**src/rtl/interval_timer.sv**
```systemverilog
// Interval timer: counts tick rising edges down from a loaded duration.
// Supports one-shot/auto-reload modes, pause, abort, and sticky expiry/overrun flags.
module interval_timer #(
    parameter int WIDTH = 32
) (
    input  logic             clk,
    input  logic             rst,
    input  logic             tick,
    input  logic             start,
    input  logic [WIDTH-1:0] duration,
    input  logic             periodic,
    input  logic             pause,
    input  logic             stop,
    input  logic             ack,
    output logic [WIDTH-1:0] remaining,
    output logic             busy,
    output logic             done,
    output logic             expired,
    output logic             overrun
);

    typedef enum logic [1:0] {
        IDLE,
        RUN,
        PAUSED
    } state_t;

    state_t           state;
    logic             tick_q;
    logic [WIDTH-1:0] dur_q;
    logic             per_q;

    logic rise;
    logic zero_start;
    logic expire_tick;
    logic fire;

    assign rise        = tick & ~tick_q;
    assign zero_start  = start && (duration == '0);
    assign expire_tick = (state == RUN) && !pause && rise && (remaining == WIDTH'(1));

    // An expiry happens either on the last counted rise or on a zero-length start;
    // stop outranks both, and a start shadows any rise in the same cycle.
    assign fire = !stop && (start ? zero_start : expire_tick);

    always_ff @(posedge clk) begin
        if (rst) begin
            state     <= IDLE;
            remaining <= '0;
            busy      <= 1'b0;
            done      <= 1'b0;
            expired   <= 1'b0;
            overrun   <= 1'b0;
            dur_q     <= '0;
            per_q     <= 1'b0;
            tick_q    <= 1'b1;
        end else begin
            tick_q <= tick;
            done   <= fire;

            // Setting the flags takes precedence over the ack that would clear them.
            if (fire) begin
                expired <= 1'b1;
            end else if (ack) begin
                expired <= 1'b0;
            end

            if (fire && expired && !ack) begin
                overrun <= 1'b1;
            end else if (ack) begin
                overrun <= 1'b0;
            end

            if (stop) begin
                if (state != IDLE) begin
                    state     <= IDLE;
                    busy      <= 1'b0;
                    remaining <= '0;
                end
            end else if (start) begin
                dur_q <= duration;
                per_q <= periodic;
                if (zero_start) begin
                    state     <= IDLE;
                    busy      <= 1'b0;
                    remaining <= '0;
                end else begin
                    state     <= RUN;
                    busy      <= 1'b1;
                    remaining <= duration;
                end
            end else begin
                case (state)
                    RUN: begin
                        if (pause) begin
                            state <= PAUSED;
                        end else if (rise) begin
                            if (remaining > WIDTH'(1)) begin
                                remaining <= remaining - WIDTH'(1);
                            end else if (per_q) begin
                                remaining <= dur_q;
                            end else begin
                                remaining <= '0;
                                state     <= IDLE;
                                busy      <= 1'b0;
                            end
                        end
                    end
                    PAUSED: begin
                        if (!pause) begin
                            state <= RUN;
                        end
                    end
                    default: begin
                    end
                endcase
            end
        end
    end

endmodule

```
**config.mk**
```make
export PLATFORM = sky130hd
export DESIGN_NAME = interval_timer
export DESIGN_NICKNAME = d
export VERILOG_FILES = /design/src/rtl/interval_timer.sv
export SDC_FILE = /design/constraint.sdc
export NUM_CORES = 1
export LEC_CHECK = 0
export BUFFER_PORTS_ARGS = -buffer_cell sky130_fd_sc_hd__buf_2
export CORE_ASPECT_RATIO = 1.1
export CORE_MARGIN = 1.5
export CORE_UTILIZATION = 50
export CTS_BUF_LIST = sky130_fd_sc_hd__clkbuf_4
export CTS_CLUSTER_DIAMETER = 100
export DETAILED_ROUTE_END_ITERATION = 8
export HOLD_SLACK_MARGIN = 0.1
export PLACE_DENSITY = 0.82
export SYNTH_ARGS = -nofsm -noshare
export SYNTH_HDL_FRONTEND = slang
export SYNTH_SLANG_ARGS = --single-unit
```
**constraint.sdc**
```tcl
create_clock -name clk -period 2.4 [get_ports clk]
set_clock_uncertainty 0.15 [all_clocks]
set_input_delay 0.48 -clock clk [delete_from_list [all_inputs] [get_ports clk]]
set_output_delay 0.48 -clock clk [all_outputs]
set_load 0.02 [all_outputs]
```
# Word level (Yosys, flattened, before mapping)
# Index checks and enable logic that the tools add are counted.
[word_totals] regBits=72 inputBits=40 output_inout_bits=36 word_cells=78
[classes] addsub=1 n_lt_le_gt_ge=1 n_eq_ne=11 mux=32 n_bitwise=3 n_reduce_logical=21
[op_table] cell="2-to-1 mux 32 bit" n=9
[op_table] cell="equality test 32 x 1 -> 1 bit (second input constant)" n=1
[op_table] cell="greater-than comparator 32 x 1 -> 1 bit (second input constant)" n=1
[op_table] cell="logical NOT 32 bit" n=1
[op_table] cell="subtractor 32 x 1 -> 32 bit (second input constant)" n=1
[op_table] cell="2-to-1 mux 2 bit" n=8
[op_table] cell="inequality test 5 bit (second input constant)" n=3
[op_table] cell="2-to-1 mux 1 bit" n=14
[op_table] cell="AND reduction 6 bit" n=2
[op_table] cell="logical AND 1 bit" n=7
[op_table] cell="inequality test 3 bit (second input constant)" n=2
[op_table] cell="nonzero test 2 bit" n=3
[op_table] cell="nonzero test 3 bit" n=2
[op_table] cell="inequality test 4 bit (second input constant)" n=1
[op_table] cell="one-hot mux 2 bit (2 select lines)" n=1
[op_table] cell="AND reduction 4 bit" n=1
[op_table] cell="nonzero test 4 bit" n=1
[op_table] cell="logical NOT 1 bit" n=3
[op_table] cell="inequality test 3 x 2 -> 1 bit (second input constant)" n=1
[op_table] cell="equality test 2 x 1 -> 1 bit (second input constant)" n=1
[op_table] cell="equality test 2 bit (second input constant)" n=1
[op_table] cell="inequality test 2 x 1 -> 1 bit (second input constant)" n=1
[op_table] cell="NOT 1 bit" n=2
[op_table] cell="AND reduction 2 bit" n=1
[op_table] cell="AND 1 bit" n=1

# Depth between registers and ports, before layout
[logic_depth] depth_word=9 mapped_depth=9 ltp_nobuf=7

# Worst setup path before layout
# Ideal clock, no wire load.
[synth_path] path_type="flip-flop to flip-flop" start="reg remaining[22]" end="reg busy" setup_time_ps=115 arrival_time_ps=2205 required_time_ps=2135 setup_slack_ps=-70 path_stages_with_launch=8 path_buffers=2 period_less_slack_ps=2470 path_cell_list="dfxtp_1 buf_6 nor4_2 nand3b_2 or4_1 buf_6 o311a_1 o21ba_1"
[synth_via] elab_chain_cells=3
[synth_rtl] item="start, declared" line="15" rtl="output logic [WIDTH-1:0] remaining,"
[synth_rtl] item="start signal, assigned" line="90" rtl="remaining <= duration;"
[synth_rtl] item="start signal, assigned" line="99" rtl="remaining <= remaining - WIDTH'(1);"
[synth_rtl] item="start signal, assigned" line="101" rtl="remaining <= dur_q;"
[synth_rtl] item="greater-than comparator 32 x 1 -> 1 bit" line="98" rtl="if (remaining > WIDTH'(1)) begin"
[synth_rtl] item="inequality test 3 bit (no source line)"
[synth_rtl] item="AND reduction 6 bit (no source line)"
[synth_rtl] item="end signal, assigned" line="85" rtl="busy <= 1'b0;"
[synth_rtl] item="end signal, assigned" line="89" rtl="busy <= 1'b1;"
[synth_rtl] item="end signal, assigned" line="105" rtl="busy <= 1'b0;"
[synth_rtl] item="end, declared" line="16" rtl="output logic busy,"
# No other way between the ends.
# A chain may end at the register's enable or synchronous reset.

# Final worst setup path
[layout_path] start="reg remaining[26]" end="reg remaining[9]"
[layout_via] elab_chain_cells=7
[layout_rtl] item="greater-than comparator 32 x 1 -> 1 bit" line="98"
[layout_rtl] item="2-to-1 mux 32 bit" line="98"
[layout_rtl] item="2-to-1 mux 32 bit" line="97" rtl="end else if (rise) begin"
[layout_rtl] item="2-to-1 mux 32 bit" line="95" rtl="if (pause) begin"
[layout_rtl] item="2-to-1 mux 32 bit" line="93" rtl="case (state)"
[layout_rtl] item="2-to-1 mux 32 bit" line="80" rtl="end else if (start) begin"
[layout_rtl] item="2-to-1 mux 32 bit" line="74" rtl="if (stop) begin"
# No other way between the ends. The select of a mux whose other input is x is not followed.

==> impl_metrics.py <==
metrics = {
    "global_route": {
        "grt_pass1_wl_mm": 21.2,
        "grt_overflow": 0,
        "antenna_found_initial": 0,
        "grt.total_usage": 0.315,
        "grt_max_degree": 35,
        "first_global_vias": 4363,
    },
    "worst_setup_path": {
        "critPathCaptureType": "flop",
        "required_ns": 2.60,
        "crit_type": "flop to flop",
        "crit_path_max_fanout": 8,
        "ff2ff_path_depth": 7,
        "critPathBufInv": 2,
        "crit_chain": "nor4_4 -> nand3b_4 -> buf_4 -> nor4_4 -> buf_4 -> mux2_2 -> o21ai_0",
        "critPathTopFamily": "simple AND/OR/NAND/NOR gates",
        "arrival_ns": 2.50,
        "slowest_delay_ns": 0.38,
        "startpoint_type": "flop",
        "critPathSlowestCell": "nor4_4",
        "cp_num_cells": 7,
    },
    "clocking": {
        "htreeDepth": 3,
        "clockRootBuffer": "clkbuf_4",
        "clkSlewWorstSetupHoldPaths_ns": 0.13,
        "clk-insertion-delay-late_ns": 0.44,
        "cts.sinks": 72,
        "clockBufferDepth": 2,
        "numCtsBuffers": 9,
        "cts_tree": "done",
    },
    "die": {
        "die_w_um": 88.9,
        "num_rows": 34,
        "die_area_mm2": 0.00867,
        "die_y_um": 97.5,
        "ioPinCount": 76,
        "coreArea_mm2": 0.00791,
        "start_util": 0.513,
    },
    "synth": {
        "synthDominantCellAreaShare": 0.355,
        "syn_area_mm2": 0.00406,
        "ys_seq_area_frac": 0.355,
        "ys_ff_latch": 72,
        "syn_area_per_cell_um2": 7.94,
        "syn_inst": 511,
        "yosysWarnings": 0,
        "synth.distinct_cells": 58,
        "syn-num-nets": 556,
        "synthTopCellsByArea": "dfxtp_1, nand2_1, a21oi_1",
        "synth_edf_count": 0,
        "async_flop_share": 0,
        "synth-main-ff-cell": "dfxtp_1",
        "synth_top_cell_by_area": "dfxtp_1",
    },
    "power_and_ir_drop": {
        "p_switching_mw": 1.01,
        "p_total_mw": 3.22,
        "powerDensity_mw_per_mm2": 633,
        "power.leakage_nw": 2.02,
        "clkPwrFrac": 0.335,
        "peakVddDrop_v": 0.000400,
        "pwr-share-seq": 0.402,
        "netSwitchingFraction": 0.313,
        "combPwrFrac": 0.263,
        "p_int_mw": 2.21,
    },
    "final_layout": {
        "fillerInstances": 695,
        "area.sequential_mm2": 0.00144,
        "mostFrequentLayoutCell": "nand2_1",
        "fin_nets": 655,
        "syn_to_final_growth_pct": 25.5,
        "fin_util": 0.644,
        "antennaDiodeCount": 0,
        "final_cells": 722,
        "final_area_mm2": 0.00509,
        "drive_gt1_frac": 0.272,
        "multi_input_area_mm2": 0.00253,
        "layout_common_cells": "nand2_1, buf_2, dfxtp_1, a21oi_1, buf_4",
    },
    "route": {
        "drt-vias-per-instance": 6.31,
        "drc": 0,
        "drtIter0Drc": 503,
        "vias": 4557,
        "ant_nets": 0,
        "drt_first_pass_iters": 5,
        "wirelength_mm": 13.2,
        "wire_per_inst_um": 18.3,
    },
    "sta": {
        "setup_viol": 0,
        "hold_ws_ns": 0.131,
        "hold_viol": 0,
        "finalCriticalPeriod_ns": 2.30,
        "tightest_slew_ns": 1.13,
        "max_freq_ghz": 0.435,
        "slew_headroom": 0.247,
        "drv_slew": 0,
        "min_period_over_period": 0.958,
        "finalSetupTns_ns": 0,
        "setup_slack_ns": 0.0996,
    },
    "place": {
        "gp_congestion": 0.918,
        "placed_area_mm2": 0.00483,
        "port_buffers": 75,
        "place_inst": 706,
        "post-place-ws_ns": -0.162,
        "post-dp-hpwl_mm": 9.25,
    },
    "status": {
        "status": "complete, no violations",
    },
    "run": {
        "max_cap_viol_count": 0,
    },
    "worst_hold_path": {
        "hold_path.class": "input pin to flop",
        "holdPathStages": 2,
    },
}
==> cells in the mapped netlist, drive strengths merged (6+ instances only) <==
cell type	instances
nand3	30
o31a	6
a311oi	8
nand2	85
a21oi	51
nor2	19
a22oi	31
a31oi	6
nand4	6
dfxtp	72
xor2	8
buf	7
xnor2	10
clkbuf	31
o21ai	6
or3	10
o211ai	12
nor4	23
inv	7
nor3	16
==> registers in the layout, indices dropped and copies added, names as in the netlist <==
name	count
overrun	1
busy	1
tick_q	1
state	2
remaining	32
dur_q	32
done	1
per_q	1
expired	1
==> power groups by stage <==
stage	clock network [mW]	registers (mW)	logic (mW)
5_1_grt	1.14	1.30	0.912
2_1_floorplan	0	1.35	0.475
3_5_place_dp	0	1.32	0.795
3_3_place_gp	0	1.32	0.772
4_1_cts	1.08	1.29	0.803
6_report	1.08	1.30	0.846
==> cell families after synthesis <==
logic type                 after synthesis  share of synthesized area
AOI/OAI and AO/OA                      143                      0.236
DFF                                     72                      0.355
and+or+nand+nor                        224                      0.298
muxes                                    3                    0.00832
adders and majority gates                5                     0.0154
buffers and inverters                   46                     0.0475
xor gates and xnor gates                18                     0.0388
==> layer usage <==
metal | vias to the layer above | GRT usage | wire length (um)
met4 | 0 | 0.154 | 481
met3 | 52 | 0.0824 | 1160
met1 | 2129 | 0.399 | 5310
li1 | 2097 | - | -
met2 | 279 | 0.489 | 6240
met5 | - | 0 | 0
==> worst paths after layout <==
check	startpoint	endpoint	slack, ns
setup / recovery	remaining[26]	remaining[9]	0.1
hold / removal	tick	tick_q	0.13
setup reg to reg	remaining[26]	remaining[9]	0.1
hold reg to reg	dur_q[12]	dur_q[12]	0.31
==> area by class of cell <==
| type | instances | share of cell area |
|---|---|---|
| multi-input combinational | 393 | 0.496 |
| sequential | 72 | 0.283 |
| timing repair buffer | 126 | 0.149 |
| tap | 108 | 0.0265 |
| clock inverter | 6 | 0.0260 |
| clock buffer | 9 | 0.0133 |
| inverter | 8 | 0.00590 |
==> what timing repair did <==
item	in CTS	in global routing
hold buffers	0	0
resized for setup	0	8
setup endpoints to repair	0	11
setup buffers	0	1
Power figures use the tool's default switching activity.
